**config.mk**
```make
export PLATFORM = sky130hd
export DESIGN_NAME = game_ctrl
export DESIGN_NICKNAME = d
export VERILOG_FILES = /design/src/rtl/game_ctrl.sv
export SDC_FILE = /design/constraint.sdc
export NUM_CORES = 1
export LEC_CHECK = 0
export BUFFER_PORTS_ARGS = -buffer_cell sky130_fd_sc_hd__buf_2
export CAP_MARGIN = 20
export CELL_PAD_IN_SITES_DETAIL_PLACEMENT = 1
export CELL_PAD_IN_SITES_GLOBAL_PLACEMENT = 1
export CORE_AREA = 3 3 66 68
export DETAILED_ROUTE_END_ITERATION = 10
export DIE_AREA = 0 0 69 71
export PLACE_DENSITY = 0.84
export SETUP_SLACK_MARGIN = 0.1
export SYNTH_ARGS = -nofsm -noshare
export SYNTH_HDL_FRONTEND = slang
export SYNTH_SLANG_ARGS = --single-unit
```
**constraint.sdc**
```tcl
create_clock -name clk25 -period 4.35 [get_ports clk25]
set_input_delay 0.87 -clock clk25 [delete_from_list [all_inputs] [get_ports clk25]]
set_output_delay 0.87 -clock clk25 [all_outputs]
set_load 0.02 [all_outputs]
```
**src/rtl/game_ctrl.sv**
```systemverilog
// Game sequencing controller for a VGA paddle game: start button handling,
// serve/play/miss/game-over flow, BCD score and lives bookkeeping.
module game_ctrl #(
    parameter int LIVES_INIT   = 3,
    parameter int SERVE_FRAMES = 60,
    parameter int MISS_FRAMES  = 63
) (
    input  logic       clk25,
    input  logic       rst,
    input  logic [9:0] xpos,
    input  logic [9:0] ypos,
    input  logic       start,
    input  logic       hit,
    input  logic       miss,
    output logic       ball_run,
    output logic       ball_serve,
    output logic [7:0] score,
    output logic [1:0] lives,
    output logic [2:0] state,
    output logic       flash
);

    // state  | meaning
    // IDLE   | waiting for the first start press after reset
    // SERVE  | ball parked, counting down to release
    // PLAY   | ball moving, hits score, a miss costs a life
    // MISS   | miss overlay shown, counting down
    // OVER   | no lives left, blinking overlay until start
    typedef enum logic [2:0] {
        S_IDLE  = 3'd0,
        S_SERVE = 3'd1,
        S_PLAY  = 3'd2,
        S_MISS  = 3'd3,
        S_OVER  = 3'd4
    } state_t;

    localparam logic [5:0] SERVE_LOAD  = 6'(SERVE_FRAMES);
    localparam logic [5:0] MISS_LOAD   = 6'(MISS_FRAMES);
    localparam logic [5:0] BLINK_LOAD  = 6'd16;
    localparam logic [1:0] LIVES_LOAD  = 2'(LIVES_INIT);

    state_t     cur_st, nxt_st;
    logic [5:0] cnt, cnt_nxt;
    logic [7:0] score_nxt;
    logic [1:0] lives_nxt;
    logic       blink, blink_nxt;

    logic       sync1, sync2, sync3;
    logic       armed;
    logic [1:0] fill;
    logic       frame_tick;
    logic       start_evt;
    logic       cnt_done;

    assign frame_tick = (xpos == 10'd0) && (ypos == 10'd480);
    assign cnt_done   = frame_tick && (cnt == 6'd1);
    // armed stays low until the synchronized button has been seen low with a
    // filled chain, so a button held through reset cannot start a game.
    assign start_evt  = armed && sync2 && !sync3;
    assign state      = cur_st;

    // start synchronizer, edge history and post-reset arming
    always_ff @(posedge clk25) begin
        if (rst) begin
            sync1 <= 1'b0;
            sync2 <= 1'b0;
            sync3 <= 1'b0;
            fill  <= 2'b00;
            armed <= 1'b0;
        end else begin
            sync1 <= start;
            sync2 <= sync1;
            sync3 <= sync2;
            fill  <= {fill[0], 1'b1};
            if (fill[1] && !sync2)
                armed <= 1'b1;
        end
    end

    // state, frame counter, score, lives and blink registers
    always_ff @(posedge clk25) begin
        if (rst) begin
            cur_st <= S_IDLE;
            cnt    <= 6'd0;
            score  <= 8'h00;
            lives  <= 2'd0;
            blink  <= 1'b0;
        end else begin
            cur_st <= nxt_st;
            cnt    <= cnt_nxt;
            score  <= score_nxt;
            lives  <= lives_nxt;
            blink  <= blink_nxt;
        end
    end

    // next-state, datapath updates and outputs
    always_comb begin
        nxt_st     = cur_st;
        cnt_nxt    = (frame_tick && cnt != 6'd0) ? cnt - 6'd1 : cnt;
        score_nxt  = score;
        lives_nxt  = lives;
        blink_nxt  = blink;
        ball_run   = 1'b0;
        ball_serve = 1'b0;
        flash      = 1'b0;
        unique case (cur_st)
            S_IDLE: begin
                if (start_evt) begin
                    score_nxt = 8'h00;
                    lives_nxt = LIVES_LOAD;
                    cnt_nxt   = SERVE_LOAD;
                    nxt_st    = S_SERVE;
                end
            end
            S_SERVE: begin
                if (cnt_done) begin
                    ball_serve = 1'b1;
                    cnt_nxt    = 6'd0;
                    nxt_st     = S_PLAY;
                end
            end
            S_PLAY: begin
                ball_run = 1'b1;
                if (miss) begin
                    lives_nxt = (lives != 2'd0) ? lives - 2'd1 : 2'd0;
                    cnt_nxt   = MISS_LOAD;
                    nxt_st    = S_MISS;
                end else if (hit && score != 8'h99) begin
                    if (score[3:0] == 4'd9)
                        score_nxt = {score[7:4] + 4'd1, 4'd0};
                    else
                        score_nxt = {score[7:4], score[3:0] + 4'd1};
                end
            end
            S_MISS: begin
                flash = 1'b1;
                if (cnt_done) begin
                    if (lives == 2'd0) begin
                        cnt_nxt   = BLINK_LOAD;
                        blink_nxt = 1'b1;
                        nxt_st    = S_OVER;
                    end else begin
                        cnt_nxt = SERVE_LOAD;
                        nxt_st  = S_SERVE;
                    end
                end
            end
            S_OVER: begin
                flash = blink;
                if (start_evt) begin
                    score_nxt = 8'h00;
                    lives_nxt = LIVES_LOAD;
                    cnt_nxt   = SERVE_LOAD;
                    nxt_st    = S_SERVE;
                end else if (cnt_done) begin
                    blink_nxt = !blink;
                    cnt_nxt   = BLINK_LOAD;
                end
            end
            default: begin
                nxt_st = S_IDLE;
            end
        endcase
    end

endmodule
```
==> out/qor.yml, run 1 <==
route:
  wl_met1_um: 1989
  via_per_inst: 5.542
  drt-total-wl_um: 4077
  wl_met2_um: 1872
  drt_pass1_iterations: 4
  top_layer: "met4"
  drc_errors: 0
  vias: 1535
  antenna_left: 0
  drt_iter0_drc: 101
  met3WireLength_um: 159
  post_drt_wl_per_cell_um: 14.72
power:
  swShare: 0.2227
  p_per_area_nw_per_um2: 264.8
  peakVddDrop_v: 0.0001126
  power.share.sequential: 0.501
  p_int_mw: 0.3833
  p_switching_mw: 0.1098
  power_mw: 0.4930
  clkPwrFrac: 0.425
  leakage_nw: 0.7268
  power_frac_comb: 0.074
clocking:
  post_cts_buffers: 0
  cts_tree: "yes"
  cts_hold_buf: 0
  h-tree-depth: 1
  clockRootBuffer: "clkbuf_8"
  cts.clk_slew.worst_paths_ps: 100
  cts_num_sinks: 26
  cts-buffers-inserted: 3
  cts_resized: 0
  clock_latency_ps: 280
  clk_path_buf_depth: 2
synth:
  ys_async_sr_fraction: 0
  synth_area_um2: 1548
  syn_inst: 190
  synth-adder-area-share: 0.04850
  ys.flop_type: "dfxtp_1"
  synthTopCellsByArea: "dfxtp_1, ha_1, nor2_1, xnor2_1, nor3_1"
  synth.top_cell.area_share: 0.3363
  seq_area_frac_synth: 0.3363
  yosys.area.top_type: "dfxtp_1"
  syn_nets: 221
  ys_types: 47
  synth-simple-area-share: 0.3112
  synth-xor-area-share: 0.03961
  avgSynthCellArea_um2: 8.146
  synth_edf_count: 0
  synth.area.mux_share: 0.02021
  synth_top_family_by_area: "simple AND/OR/NAND/NOR gates"
  ys_ff_latch: 26
  synth_warnings: 0
  synth_compound_area_frac: 0.1948
timing:
  hold_ws_ps: 456.1
  fin_crit_sh: 0.7353
  finClkSkew_ps: 2.178
  final.setup.worst_slack_ps: 1152
  slew_viol_final: 0
  tightest_slew_ps: 605.4
  relSlewSlack: 0.5959
  setup_viol: 0
  clock.fmax_mhz: 312.7
  finalCriticalPeriod_ps: 3198
  rsz0062_at_grt: "false"
  hold_viol: 0
  tns_ps: 0
critical_path:
  path_delay_family: "simple AND/OR/NAND/NOR gates"
  crit_buf_inv: 3
  setup.worst_path.class: "input port to output port"
  crit_path_end_kind: "output port"
  slowest_stage: "or3_1"
  worst_ep_arrival_time_ps: 2330
  cp_cell_sequence: "buf_2, nor4_1, nand3_1, buf_4, or3_1, nor3_1, buf_2"
  startpoint_type: "input port"
  crit_required_ps: 3480
  cpPeakStageDelay_ps: 450
  critPathMaxFanout: 14
  cpMostUsedCell: "buf_2"
floorplanning:
  rows: 23
  start_util: 0.3955
  coreArea_um2: 3914
  die_y_um: 71
  ios: 41
  dieArea_um2: 4899
  die_w_um: 69
placement:
  dp_hpwl_um: 3076
  gp_congestion: 0.8622
  io_buffers: 40
  place_ws_ps: 1114
  place_area_um2: 1790
finish:
  drive_gt1_frac: 0.2335
  fillCellCount: 519
  area_delta_synth_final_pct: 20.29
  stdcell_area_um2: 1862
  antennaDiodeCount: 0
  fin_nets: 259
job:
  drv_cap: 0
global_route:
  grt_overflow: 0
  grt_antenna_before_repair: 0
  grt_pass1_vias: 1454
  grt_pass1_wl_um: 6817
  grtUsageTotal: 0.1662
  grt_max_degree: 21
status:
  status: "finished clean"
worst_hold_path:
  hold_class: "flip-flop to flip-flop"
## per-stage QoR
| step | std cells | util |
|---|---|---|
| 2_1_floorplan | 190 | - |
| 3_3_place_gp | 273 | 0.4575 |
| 3_5_place_dp | 273 | 0.4575 |
| 4_1_cts | 277 | 0.4757 |
| 5_1_grt | 277 | 0.4757 |
| 6_report | 277 | 0.4757 |
## flip-flops by register name (all words and copies together) (netlist names)
register  flops
armed         1
blink         1
cnt           6
fill          2
lives         2
score         8
state         3
sync1         1
sync2         1
sync3         1
## worst register-to-register path, stage by stage, from the launching register on
cell and delay, ps:
dfxtp_1 720, nand3b_1 340, or2_2 400, nor4_1 400, o2111ai_1 250, a31oi_1 180
## cell usage after synthesis (4+ instances only)
master    number
dfxtp_1       26
o21ai_0        7
nand3_1       10
a211oi_1       4
nand2_1       11
nand3b_1       6
nor3_1        12
ha_1           6
inv_1         11
nor2_1        18
a21oi_1       10
xnor2_1        7
nor4_1         5
clkbuf_1       7
## metal layers
layer,track usage,vias up
met4,0.04989,0
met5,0,-
met2,0.2606,27
met1,0.2312,721
met3,0.03267,7
li1,-,780
## cell type report
class,instances,area (um2),share of cell area
inverter,11,41.29,0.02218
timing repair buffer,42,215.2,0.1156
multi-input combinational,144,950.9,0.5108
tap,50,62.56,0.03360
sequential,26,520.5,0.2796
clock inverter,1,30.03,0.01613
clock buffer,3,41.29,0.02218
## cells in the final DEF, fill, tap and decap left out, types with 6 or more instances in the layout
cell      instances
nand3_1          10
nor3_1           12
dfxtp_1          26
a21oi_1          10
nand2_1          11
nor2_1           18
inv_1            11
ha_1              6
nand3b_1          6
buf_2            40
o21ai_0           7
xnor2_1           7
## power groups by stage
stage / registers (mW) / logic, mW / clock network [mW]
2_1_floorplan: 0.252 / 0.0199 / 0
3_3_place_gp: 0.252 / 0.0357 / 0
3_5_place_dp: 0.253 / 0.0368 / 0
4_1_cts: 0.247 / 0.0368 / 0.215
5_1_grt: 0.248 / 0.0410 / 0.225
6_report: 0.247 / 0.0363 / 0.210
## worst paths after layout
kind / from / end / slack [ps] / cells after the start
worst max-delay path: ypos[0] / ball_serve / 1150 / 7
worst min-delay path: sync1$_SDFF_PP0_ / sync2$_SDFF_PP0_ / 460 / 1
worst max register to register: state[0]$_SDFFE_PP0P_ / cnt[3]$_SDFF_PP0_ / 1990 / 5
worst min register to register: sync1$_SDFF_PP0_ / sync2$_SDFF_PP0_ / 460 / 1
## cells by family (layout without fill, tap and decap cells)
logic type,count (synthesis),after routing
xor+xnor,7,7
buf+inv,20,57
flops,26,26
fa+ha+maj,6,6
simple gates,85,85
mux,3,3
compound gates,43,43
(Power assumes the default switching activity.)
==> inputs of run 2 (changes only) <==
ABC_AREA = 1   (was default)
CORE_AREA = 3 3 72 74   (was 3 3 66 68)
DIE_AREA = 0 0 75 77   (was 0 0 69 71)
PLACE_DENSITY = 0.78   (was 0.84)
clock period = 3.19 ns   (was 4.35 ns; I/O delays follow)
==> out/qor.yml, run 2 <==
status:
  status: "finished clean"
synth:
  ys_ff_latch: 26  # unchanged
  syn_nets: 285  # +29%
  seq_area_frac_synth: 0.3202  # -0.01605
  synth_top_cells_by_count: "nand2_1, nor2_1, inv_1, dfxtp_1, a21oi_1"
  synth_area_um2: 1625  # +5.0%
  ys_async_sr_fraction: 0  # unchanged
  synthTopCellsByArea: "dfxtp_1, nand2_1, nor2_1, inv_1, a21oi_1"
  yosysMostFrequentCell: "nand2_1"
  yosys.area.top_type: "dfxtp_1"
  synth_warnings: 0  # unchanged
  ys_types: 24  # -49%
  ys.flop_type: "dfxtp_1"
  synth.top_cell.area_share: 0.3202  # -0.01605
  avgSynthCellArea_um2: 6.399  # -21%
  syn_inst: 254  # +34%
  synth_edf_count: 0  # unchanged
critical_path:
  r2r_end: "score[1]$_SDFFE_PP0P_"
  worst_ep_arrival_time_ps: 1640  # -690 ps
  startpoint_type: "input port"
  crit_required_ps: 2550  # -930 ps
  crit_path_end_kind: "output port"
  critPathMaxFanout: 5  # -9
  worstRegToRegCells: 11  # +6
  crit_start: "ypos[0]"
  reg2reg_from: "score[0]$_SDFFE_PP0P_"
  setup.worst_path.class: "input port to output port"
  cp-endpoint: "ball_serve"
  r2r_slack_ps: 1420  # -570 ps
route:
  vias: 1674  # +9.1%
  drt-total-wl_um: 4172  # +2.3%
  via_per_inst: 4.783  # -14%
  post_drt_wl_per_cell_um: 11.92  # -19%
  drc_errors: 0  # unchanged
  drt_iter0_drc: 46  # -54%
  drt_pass1_iterations: 4  # unchanged
  antenna_left: 0  # unchanged
power:
  leakage_nw: 0.9401  # +29%
  peakVddDrop_v: 0.0003069  # +170%
  p_per_area_nw_per_um2: 651.5  # +150%
clocking:
  cts_resized: 0  # unchanged
  cts.clk_slew.worst_paths_ps: 90  # about the same
  clockRootBuffer: "clkbuf_8"
  clk_path_buf_depth: 2  # unchanged
  cts_tree: "yes"
  h-tree-depth: 1  # unchanged
  post_cts_buffers: 0  # unchanged
  clock_latency_ps: 270  # about the same
  cts-buffers-inserted: 3  # unchanged
  cts_hold_buf: 0  # unchanged
  cts_num_sinks: 26  # unchanged
job:
  drv_cap: 0  # unchanged
global_route:
  grt_pass1_wl_um: 7155  # +5.0%
  grt_overflow: 0  # unchanged
  grtUsageTotal: 0.1550  # -0.01125
  grt_pass1_vias: 1683  # +16%
  grt_antenna_before_repair: 0  # unchanged
  grt_max_degree: 14  # -33%
timing:
  tightest_slew_ps: 326.8  # -278.6 ps
  tns_ps: 0  # unchanged
  finClkSkew_ps: 4.019  # +1.841 ps
  finalCriticalPeriod_ps: 2281
  clock.fmax_mhz: 438.4
  hold_viol: 0  # unchanged
  slew_viol_final: 0  # unchanged
  relSlewSlack: 0.7808  # +0.1849
  fin_crit_sh: 0.7151
  rsz0062_at_grt: "false"
  setup_viol: 0  # unchanged
floorplanning:
  dieArea_um2: 5775  # +18%
  start_util: 0.3487  # -0.04674
  die_w_um: 75  # +8.7%
  ios: 41  # unchanged
  coreArea_um2: 4661  # +19%
  rows: 25  # +8.7%
  die_y_um: 77  # +8.5%
finish:
  layout_common_cells: "nand2_1, nor2_1, buf_2"
  stdcell_area_um2: 1931  # +3.7%
  layout_commonest_cell: "nand2_1"
  drive_gt1_frac: 0.2061  # -0.02740
  fin_util: 0.4142  # -0.06148
  fin_nets: 329  # +27%
  antennaDiodeCount: 0  # unchanged
  largest_reg_flops: 8  # unchanged
  top_register: "score"
  area_delta_synth_final_pct: 18.78
placement:
  io_buffers: 40  # unchanged
  dp_hpwl_um: 3449  # +12%
  gp_congestion: 0.8481  # -1.6%
  place_area_um2: 1889  # +5.5%
worst_hold_path:
  hold_class: "flip-flop to flip-flop"
  hold_start: "sync1$_SDFF_PP0_"
-- run 2: cells by family (layout without fill, tap and decap cells) --
kind of cell,Yosys count,after routing,synth area share
xor gates and xnor gates,8,8,0.04311
adders and majority gates,6,6,0.04619
and+or+nand+nor,130,130,0.3549
DFF,26,26,0.3202
buffers and inverters,47,89,0.1085
AOI/OAI and AO/OA,37,37,0.1270
-- run 2: worst max-delay path, stage by stage --
cell and delay, ps:
buf_2 90, inv_1 40, nand2_1 50, nor2_1 130
nand2_1 60, nor2_1 120, nand3_1 180, nor2_1 150
buf_2 180
-- run 2: cell type report --
type	instances	area [um2]
Timing Repair Buffer	40	200.2
Inverter	46	172.7
Tap cell	54	67.56
Fill cell	629	2730
Multi-Input combinational cell	181	928.4
Clock buffer	3	41.29
Sequential cell	26	520.5
-- run 2: worst min-delay path by stage --
stage	endpoint	slack (ps)	cells past startpoint
2_1_floorplan	fill[1]$_SDFF_PP0_	390	2
3_3_place_gp	sync2$_SDFF_PP0_	390	2
3_5_place_dp	sync2$_SDFF_PP0_	400	2
4_1_cts	sync2$_SDFF_PP0_	410	2
5_1_grt	sync2$_SDFF_PP0_	430	2
6_report	sync2$_SDFF_PP0_	410	2
-- run 2: power by group --
group	switching, mW	internal, mW
combinational	0.409	0.208
clock	0.103	0.0847
sequential	0.0699	0.384
total	0.582	0.676
-- run 2: metrics by stage --
stage / total power, mW / hold WS, ps / std cells / worst slack, ps
floorplan: 0.9182 / 388.3 / 254 / 1114
global placement: 1.072 / 389.5 / 347 / 985.9
detailed placement: 1.086 / 399.4 / 347 / 909.4
CTS: 1.278 / 412.0 / 350 / 879.3
global route: 1.388 / 428.3 / 350 / 711.1
finish: 1.258 / 407.2 / 350 / 908.8
-- run 2: layer usage --
| layer | wire length [um] | global-route usage |
|---|---|---|
| met5 | 0 | 0 |
| met4 | 64 | 0.04804 |
| met3 | 201 | 0.02490 |
| met2 | 2007 | 0.2683 |
| met1 | 1899 | 0.1907 |
==> inputs of run 3 (changes only) <==
CORE_AREA = 3 3 76 78   (was 3 3 72 74)
DIE_AREA = 0 0 79 81   (was 0 0 75 77)
PLACE_DENSITY = 0.74   (was 0.78)
clock period = 1.9 ns   (was 3.19 ns; I/O delays follow)
==> out/qor.yml, run 3 (synthesized netlist as in run 2, its figures left out) <==
global_route:
  grt_max_degree: 16  # +2
  grtUsageTotal: 0.1465  # -0.008478
  grt_pass1_vias: 1714  # +1.8%
  grt_pass1_wl_um: 7479  # +4.5%
  grt_overflow: 0  # unchanged
  grt_antenna_before_repair: 0  # unchanged
clocking:
  cts.clk_slew.worst_paths_ps: 100  # about the same
  clockRootBuffer: "clkbuf_8"
  h-tree-depth: 1  # unchanged
  clk_path_buf_depth: 2  # unchanged
  cts_hold_buf: 0  # unchanged
  clock_latency_ps: 280  # about the same
  cts_tree: "yes"
  cts_num_sinks: 26  # unchanged
  cts-buffers-inserted: 3  # unchanged
finish:
  layout_common_cells: "nand2_1, inv_1, buf_2"
  largest_reg_flops: 8  # unchanged
  fillCellCount: 702  # +12%
  top_register: "score"
  drive_gt1_frac: 0.2748  # +0.06875
  area_delta_synth_final_pct: 28.71
  regArea_um2: 529.3  # +1.7%
  layout_commonest_cell: "nand2_1"
  fin_nets: 334  # +1.5%
  antennaDiodeCount: 0  # unchanged
  multi_input_area_um2: 984.7  # +6.1%
  fin_util: 0.4070  # -0.007217
  stdcell_area_um2: 2092  # +8.4%
critical_path:
  reg2reg_from: "state[1]$_SDFFE_PP0P_"
  critPathMaxFanout: 2  # -3
  setup.worst_path.class: "flip-flop to output port"
  r2r_end: "score[4]$_SDFFE_PP0P_"
  worstRegToRegCells: 9  # -2
  r2r_slack_ps: 190  # -1230 ps
  crit_path_end_kind: "output port"
  crit_required_ps: 1520  # -1030 ps
  worst_ep_arrival_time_ps: 1350  # -290 ps
  startpoint_type: "flip-flop"
route:
  drc_errors: 0  # unchanged
  post_drt_wl_per_cell_um: 12.17  # +2.1%
  via_per_inst: 4.602  # -3.8%
  drt-total-wl_um: 4529  # +8.6%
  drt_pass1_iterations: 4  # unchanged
  vias: 1712  # +2.3%
  antenna_left: 0  # unchanged
  drt_iter0_drc: 60  # +30%
placement:
  gp_congestion: 0.8166  # -3.7%
  io_buffers: 40  # unchanged
  place_area_um2: 1924  # +1.9%
  dp_hpwl_um: 3542  # +2.7%
  place_ws_ps: 121.3  # -788.1 ps
timing:
  fin_crit_sh: 0.9099
  slew_viol_final: 0  # unchanged
  clock.fmax_mhz: 578.4
  finalCriticalPeriod_ps: 1729
  setup_viol: 0  # unchanged
  tns_ps: 0  # unchanged
  finClkSkew_ps: 4.351  # +0.3319 ps
  final.setup.worst_slack_ps: 171.2  # -737.6 ps
  tightest_slew_ps: 376.9  # +50.08 ps
  hold_viol: 0  # unchanged
  relSlewSlack: 0.7472  # -0.03360
  rsz0062_at_grt: "true"
  hold_ws_ps: 295.0  # -112.2 ps
worst_hold_path:
  hold_start: "start"
  whs_path_depth: 3  # +1
  hold_class: "input port to flip-flop"
  hold_end: "sync1$_SDFF_PP0_"
floorplanning:
  die_y_um: 81  # +5.2%
  dieArea_um2: 6399  # +11%
  die_w_um: 79  # +5.3%
  start_util: 0.3162  # -0.03251
  ios: 41  # unchanged
  rows: 26  # +4.0%
  coreArea_um2: 5140  # +10%
power:
  leakage_nw: 0.9845  # +4.7%
  peakVddDrop_v: 0.0006119  # +99%
  p_per_area_nw_per_um2: 1160  # +78%
job:
  drv_cap: 0  # unchanged
status:
  status: "finished clean"
## run 3: cell type report
| class | count | share of cell area |
|---|---|---|
| timing repair buffer | 45 | 0.1178 |
| inverter | 46 | 0.08254 |
| sequential | 26 | 0.2530 |
| tap | 70 | 0.04187 |
| clock inverter | 1 | 0.01435 |
| clock buffer | 3 | 0.01974 |
| multi-input combinational | 181 | 0.4707 |
## run 3: worst max path at each step
| stage | startpoint | to | slack (ps) | cells past startpoint |
|---|---|---|---|---|
| final | cnt[1]$_SDFF_PP0_ | ball_serve | 170 | 7 |
| after global routing | ypos[0] | ball_serve | 50 | 9 |
| after CTS | cnt[1]$_SDFF_PP0_ | ball_serve | 90 | 7 |
| after detailed placement | ypos[1] | ball_serve | 120 | 9 |
| after global placement | ypos[0] | ball_serve | 130 | 9 |
| after floorplan | state[1]$_SDFFE_PP0P_ | score[4]$_SDFFE_PP0P_ | 170 | 9 |
## run 3: where the power goes
group          internal [mW]  leakage [nW]  switching, mW
Sequential             0.653         0.215          0.118
Clock                  0.282        0.0357          0.196
Combinational          0.415         0.734          0.762
## run 3: through the flow
step | instances | total power [mW]
final | 372 | 2.427
after global routing | 372 | 2.632
after CTS | 372 | 2.413
after detailed placement | 365 | 1.866
after global placement | 365 | 1.833
after floorplan | 254 | 1.542
## run 3: worst max-delay path, stage by stage, from the launching register on
cell,delay [ps]
dfxtp_2,330
inv_1,60
ha_1,140
nand2_1,80
nor2_4,140
nand3_4,100
nor2_4,100
buf_6,120
## run 3: timing repair
| action | CTS | global route |
|---|---|---|
| setup buffers | 3 | 0 |
| gates resized for setup | 15 | 11 |
| pin swaps | 3 | 4 |
| setup endpoints to repair | 2 | 7 |
## run 3: routing by layer
| metal | part of all wire | wire [um] | up-vias | GRT usage |
|---|---|---|---|---|
| li1 | - | - | 888 | - |
| met1 | 0.45 | 2036 | 778 | 0.1774 |
| met2 | 0.48 | 2174 | 42 | 0.2609 |
| met3 | 0.063 | 287 | 4 | 0.04213 |
| met4 | 0.0066 | 30 | 0 | 0.02577 |
| met5 | 0 | 0 | - | 0 |
